--- config.mk ---
export PLATFORM = sky130hd
export DESIGN_NAME = bcd_pulse_counter
export DESIGN_NICKNAME = d
export VERILOG_FILES = /design/src/rtl/bcd_counter_pkg.sv /design/src/rtl/bcd_digit.sv /design/src/rtl/bcd_pulse_counter.sv
export SDC_FILE = /design/constraint.sdc
export NUM_CORES = 1
export LEC_CHECK = 0
export ABC_AREA = 0
export CELL_PAD_IN_SITES_DETAIL_PLACEMENT = 2
export CELL_PAD_IN_SITES_GLOBAL_PLACEMENT = 2
export CORE_ASPECT_RATIO = 0.7
export CORE_UTILIZATION = 36
export CTS_BUF_LIST = sky130_fd_sc_hd__clkbuf_4 sky130_fd_sc_hd__clkbuf_8
export DETAILED_ROUTE_END_ITERATION = 7
export HOLD_SLACK_MARGIN = 0.06
export PLACE_DENSITY = 0.95
export REMOVE_ABC_BUFFERS = 1
export SYNTH_ARGS = -nofsm -noshare
export SYNTH_HDL_FRONTEND = slang
export SYNTH_SLANG_ARGS = --single-unit
--- constraint.sdc ---
create_clock -name Clk -period 6.2 [get_ports Clk]
set_input_delay 0.93 -clock Clk [delete_from_list [all_inputs] [get_ports Clk]]
set_output_delay 0.93 -clock Clk [all_outputs]
set_load 0.05 [all_outputs]
--- src/rtl/bcd_counter_pkg.sv ---
// Shared constants for the BCD pulse counter: button bit indices and BCD digit limits.
package bcd_counter_pkg;
  localparam int DigitWidth = 4;

  localparam int IncBit   = 0;
  localparam int DecBit   = 1;
  localparam int ClearBit = 2;
  localparam int LoadBit  = 3;

  localparam logic [DigitWidth-1:0] BcdMax = 4'd9;
  localparam logic [DigitWidth-1:0] BcdMin = 4'd0;
endpackage

--- src/rtl/bcd_digit.sv ---
// One combinational BCD digit slice: steps up or down when the ripple input is set
// and raises carry/borrow when it wraps.
module bcd_digit
  import bcd_counter_pkg::*;
(
  input  logic [DigitWidth-1:0] digit_i,
  input  logic                  inc_i,
  input  logic                  dec_i,
  input  logic                  cb_i,
  output logic [DigitWidth-1:0] digit_o,
  output logic                  carry_o,
  output logic                  borrow_o
);
  logic at_max, at_min;

  assign at_max = (digit_i == BcdMax);
  assign at_min = (digit_i == BcdMin);

  always_comb begin
    digit_o = digit_i;
    if (cb_i && inc_i)      digit_o = at_max ? BcdMin : digit_i + DigitWidth'(1);
    else if (cb_i && dec_i) digit_o = at_min ? BcdMax : digit_i - DigitWidth'(1);
  end

  assign carry_o  = cb_i & inc_i & at_max;
  assign borrow_o = cb_i & dec_i & at_min;
endmodule

--- src/rtl/bcd_pulse_counter.sv ---
// Multi-digit BCD up/down counter driven by rising edges of debounced buttons.
// Define BCD_COUNTER_SATURATE_EN to hold at the limits instead of wrapping.
module bcd_pulse_counter
  import bcd_counter_pkg::*;
#(
  parameter int                         NumDigits   = 4,
  parameter logic [4*NumDigits-1:0]     PresetValue = '0
) (
  input  logic                          Clk,
  input  logic                          Reset,
  input  logic [3:0]                    DataIn,
  output logic [4*NumDigits-1:0]        Count,
  output logic                          Overflow,
  output logic                          Underflow
);
  logic [3:0] prev_q, rise;
  logic [NumDigits-1:0][DigitWidth-1:0] count_q, count_d, step_d;
  logic [NumDigits:0]   cb;
  logic [NumDigits-1:0] carry, borrow;
  logic do_inc, do_dec, wrap;
  logic ovf_q, ovf_d, udf_q, udf_d;

  assign rise   = DataIn & ~prev_q;
  assign do_inc = rise[IncBit] & ~rise[DecBit];
  assign do_dec = rise[DecBit] & ~rise[IncBit];

  // Digit 0 always steps; higher digits step only when every lower digit wrapped.
  assign cb[0] = 1'b1;
  for (genvar g = 0; g < NumDigits; g++) begin : g_digit
    bcd_digit u_digit (
      .digit_i  (count_q[g]),
      .inc_i    (do_inc),
      .dec_i    (do_dec),
      .cb_i     (cb[g]),
      .digit_o  (step_d[g]),
      .carry_o  (carry[g]),
      .borrow_o (borrow[g])
    );
    assign cb[g+1] = carry[g] | borrow[g];
  end
  assign wrap = cb[NumDigits];

  always_comb begin
    count_d = count_q;
    ovf_d   = 1'b0;
    udf_d   = 1'b0;
    if (rise[ClearBit]) begin
      count_d = '0;
    end else if (rise[LoadBit]) begin
      count_d = PresetValue;
    end else begin
      ovf_d = wrap & do_inc;
      udf_d = wrap & do_dec;
`ifdef BCD_COUNTER_SATURATE_EN
      if (!wrap) count_d = step_d;
`else
      count_d = step_d;
`endif
    end
  end

  // prev resets to all-ones so a button held through reset release is not an event.
  always_ff @(posedge Clk or posedge Reset) begin
    if (Reset) begin
      count_q <= '0;
      ovf_q   <= 1'b0;
      udf_q   <= 1'b0;
      prev_q  <= 4'b1111;
    end else begin
      count_q <= count_d;
      ovf_q   <= ovf_d;
      udf_q   <= udf_d;
      prev_q  <= DataIn;
    end
  end

  assign Count     = count_q;
  assign Overflow  = ovf_q;
  assign Underflow = udf_q;
endmodule

== Word level (Yosys, flattened, before mapping) ==
Cells that the tools add are included.

* Output and inout bits: 18
* Bits of input ports: 6
* Word-level logic and storage cells: 81
* Register bits: 22

* Bitwise logic cells: 26
* Reductions and logical operators: 14
* Add/subtract/negate cells: 8
* Eq/ne operators: 4
* Muxes and demuxes: 22

{| class="wikitable"
|+ Operators with widths
! kind !! count
|-
| 2-to-1 mux 4 bit || 16
|-
| 2-to-1 mux 16 bit || 2
|-
| bitwise AND 1 bit || 18
|-
| adder 4 x 1 -> 4 bit, second input constant || 4
|-
| equality test 4 bit, second input constant || 4
|-
| logical NOT 4 bit || 4
|-
| nonzero test 4 bit || 4
|-
| subtractor 4 x 1 -> 4 bit, second input constant || 4
|-
| logical AND 1 bit || 6
|-
| bitwise AND 4 bit || 1
|-
| 2-to-1 mux 1 bit || 4
|-
| inverter 4 bit || 1
|-
| bitwise OR 1 bit || 4
|-
| inverter 1 bit || 2
|}

== Longest topological paths before layout ==
* Word-level depth: 18
* Mapped depth: 9

== Hierarchy ==
From an unflattened synthesis, not the netlist that was laid out.

* Cell total of the unflattened synthesis: 189
* Area total of the unflattened synthesis: 1726.7 um^2

{| class="wikitable"
|+ Modules (own cells, without submodules)
! module !! times used !! area an instance (um^2) !! cells each !! sequential area each (um^2)
|-
| bcd_digit || 4 || 236.5 || 34 || 0.0
|-
| bcd_pulse_counter || 1 || 780.7 || 53 || 555.5
|}

== Least setup slack after synthesis ==
Ideal clock, no wire load.

* Kind: input to register
* Start: input DataIn[1]
* End: register count_q (netlist bit Count[13])
* Cell stages on the path: 8
* Path buffers: 0
* Library setup time: 0.138 ns
* Arrival time: 2.314 ns
* Setup slack: 3.748 ns
* Required time: 6.062 ns
* Path through: nand2b_1 inv_1 ha_1 or3b_1 a211oi_2 o21ai_0 a32oi_1 a211oi_2

* Longest elaborated chain between the ends: 15

{| class="wikitable"
|+ Ends and longest elaborated chain
! what !! RTL line !! RTL
|-
| start: declaration || bcd_pulse_counter.sv:11 || <nowiki>input logic [3:0] DataIn,</nowiki>
|-
| bitwise AND 4 bit * || bcd_pulse_counter.sv:23 || <nowiki>assign rise = DataIn & ~prev_q;</nowiki>
|-
| inverter 1 bit || bcd_pulse_counter.sv:24 || <nowiki>assign do_inc = rise[IncBit] & ~rise[DecBit];</nowiki>
|-
| bitwise AND 1 bit || bcd_pulse_counter.sv:24 ||
|-
| bitwise AND 1 bit || bcd_digit.sv:25 || <nowiki>assign carry_o = cb_i & inc_i & at_max;</nowiki>
|-
| bitwise OR 1 bit || bcd_pulse_counter.sv:39 || <nowiki>assign cb[g+1] = carry[g] | borrow[g];</nowiki>
|-
| bitwise AND 1 bit, on equally long branches (2 in a row) || bcd_digit.sv:25, bcd_digit.sv:26 ||
|-
| bitwise OR 1 bit || bcd_pulse_counter.sv:39 ||
|-
| bitwise AND 1 bit, on equally long branches (2 in a row) || bcd_digit.sv:25, bcd_digit.sv:26 ||
|-
| bitwise OR 1 bit || bcd_pulse_counter.sv:39 ||
|-
| logical AND 1 bit || bcd_digit.sv:21 || <nowiki>if (cb_i && inc_i) digit_o = at_max ? BcdMin : digit_i + DigitWidth'(1);</nowiki>
|-
| 2-to-1 mux 4 bit || bcd_digit.sv:21 ||
|-
| 2-to-1 mux 16 bit || bcd_pulse_counter.sv:49 || <nowiki>end else if (rise[LoadBit]) begin</nowiki>
|-
| 2-to-1 mux 16 bit || bcd_pulse_counter.sv:47 || <nowiki>if (rise[ClearBit]) begin</nowiki>
|-
| end signal: assignment || bcd_pulse_counter.sv:70 || <nowiki>count_q <= count_d;</nowiki>
|-
| end: declaration || bcd_pulse_counter.sv:17 || <nowiki>logic [NumDigits-1:0][DigitWidth-1:0] count_q, count_d, step_d;</nowiki>
|}

Mark *: on every way between the ends. The rest lies on a longest branch, timed or not.
A chain may end at the register's enable or synchronous reset.

== Worst setup path in the final report ==
Same ends and word-level chain as after synthesis.

==> flow_summary.yaml <==
status:
  outcome: "completed"
sta:
  drv_slew: 0
  tightest_slew_ps: 868
  setup_slack_ps: 3050
  period_needed_ps: 3150
  relSlewSlack: 0.421
  rsz0062_at_grt: "false"
  timing_hold_violations_final: 0
  min_period_over_period: 0.508
  fmax_mhz: 318
  setup_viol: 0
  setup_tns_ps: 0
  skew_ps: 1.25
grt:
  grt_first_pass_wirelength_mm: 8.49
  grt_pass1_vias: 1693
  grt_start_max_net_pins: 23
  grt_usage: 0.235
  grt_overflow: 0
  antenna_found_initial: 0
synth:
  synth_warnings: 0
  ys_top_cells_by_area: "dfrtp_1 (28%), dfstp_2 (6.5%), ha_1 (6.2%)"
  synth_seq_cells: 22
  synth_edf_count: 0
  ys.flop_type: "dfrtp_1"
  syn_area_um2: 1610
  ys_seq_area_frac: 0.345
  syn_area_per_cell_um2: 8.39
  synthArstFlopShare: 1.00
  synth_top_area_cell: "dfrtp_1"
  ys_types: 51
  post-synth-top-count-cell: "o21ai_0"
  yosysTopAreaCellShare: 0.280
  synthCells: 192
  synth_common_cells: "o21ai_0 (20), dfrtp_1 (18), nor2_1 (18)"
clock_tree:
  h-tree-depth: 1
  tritoncts: "done"
  post-cts-setup-buffer-count: 0
  clock_sinks: 22
  holdBufCountCts: 0
  path_clk_slew_ps: 80
  root_buffer: "clkbuf_8"
  cts_buffers: 3
  ctsLongestPathBuffers: 2
  cts-resized-gates: 0
  clkLatencyLatePin_ps: 260
detailed_routing:
  routedWlPerCell_um: 19.2
  drt_iter0_drc: 42
  via_per_inst: 5.81
  drc: 0
  drt-total-wl_mm: 5.04
  dr.pass1.iters: 4
  final_antenna_net_count: 0
  dr_total_vias: 1523
setup_path:
  cp.required_ps: 6350
  startpoint: "DataIn[1]"
  arrival_ps: 3300
  end_kind: "flip-flop"
  reg2reg_from: "prev_q[0]"
  path_class: "in2reg"
  critPathMaxFanout: 7
  critPathLaunchType: "input port"
pwr:
  p_comb_frac: 0.314
  power.leakage_nw: 0.800
  netSwitchingFraction: 0.381
  p_per_area_nw_per_um2: 217
  internal_power_mw: 0.257
  p_seq_frac: 0.433
  switchingPower_mw: 0.158
  ir_drop_uv: 131
  clkPwrFrac: 0.253
worst_hold_path:
  hold_path.class: "reg2reg"
  hp-start: "Count[10]"
final_layout:
  fin_cells: 262
  drive_gt1_frac: 0.0905
  num_antenna_cells: 0
  area_growth_pct: 19.1
  final_nets: 225
  utilization: 0.469
floorplan:
  core_area_um2: 4090
  floorplan.initialDensity: 0.394
  io_pins: 24
  core.rowCount: 19
  die_area_um2: 4750
  die-width_um: 81.9
  die_h_um: 58.0
placement:
  post-dp-hpwl_mm: 3.69
  place_inst: 258
  place_congestion: 0.787
  dp_slack_ps: 2740
  portBuffers: 23
run:
  maxCapViolations: 0
-- sequential cells by signal (all words and copies together) (netlist names) --
| register | flops |
|---|---|
| Count | 16 |
| Overflow | 1 |
| prev_q | 4 |
| Underflow | 1 |
-- per-layer routing --
layer  global-route usage  up-vias  wire length, µm
li1                     -      718                -
met1                0.304      779             2390
met2                0.418       22             2460
met3               0.0425        4              159
met4               0.0276        0               36
met5                    0        -                0
-- power by group through the flow --
stage	clock, mW	combinational, mW	sequential, mW
6_report	0.105	0.130	0.180
5_1_grt	0.111	0.141	0.182
4_1_cts	0.107	0.131	0.179
3_5_place_dp	0	0.130	0.180
3_3_place_gp	0	0.122	0.178
2_1_floorplan	0	0.0594	0.204
-- critical path: stages --
cell and delay, ps:
clkdlybuf4s50_1 480, nand2b_1 90, inv_1 60, ha_1 310, nor3b_1 440, o2111a_1 370
o21ai_0 220, a32oi_1 280, a211oi_2 110
-- placed cells by master, fill, tap and decap left out, types with 3 or more instances in the layout --
cell and count:
xor2_1 3, nor2_1 18, ha_1 8, o21ai_0 20
clkbuf_8 4, nand3_1 9, dfrtp_1 18, nor3b_1 5
dfstp_2 4, a211oi_2 3, nor3_1 4, a31oi_1 3
mux2i_1 3, clkdlybuf4s50_1 23, inv_1 16, xnor2_1 3
a21oi_1 13, nand2b_1 4, nand2_1 11
-- area by class of cell --
class | instances | area (µm²)
timing repair buffer | 24 | 238
fill | 476 | 2170
multi-input combinational | 144 | 945
clock buffer | 4 | 55.1
inverter | 16 | 60.1
tap | 52 | 65.1
sequential | 22 | 556
-- path summary, 6_finish.rpt --
check / slack [ps] / end / depth (start not counted)
setup / recovery: 3050 / Count[13] / 9
max in group asynchronous: 4510 / Count[0] / 2
hold / removal: 620 / Count[10] / 2
min in group asynchronous: 1160 / Overflow / 2
setup reg to reg: 3650 / Count[13] / 8
hold reg to reg: 620 / Count[10] / 2
-- logic make-up (layout without fill, tap and decap cells) --
group                    Yosys count  count (layout)  synth area share
AO/OA/AOI/OAI                     62              62             0.265
buffers and inverters             26              44            0.0684
flip-flops                        22              22             0.345
adder cells (fa/ha/maj)            8               8            0.0622
XOR/XNOR                           6               6            0.0326
multiplexers                       3               3            0.0186
AND/OR/NAND/NOR                   65              65             0.208
-- through the flow --
stage | cell area [µm²] | hold WS (ps) | power (mW)
4_1_cts | 1920 | 630 | 0.417
5_1_grt | 1920 | 696 | 0.434
3_5_place_dp | 1860 | 614 | 0.310
2_1_floorplan | 1560 | 799 | 0.263
3_3_place_gp | 1860 | 584 | 0.301
6_report | 1920 | 622 | 0.415
Note: power is estimated with default switching activity, not from simulation.
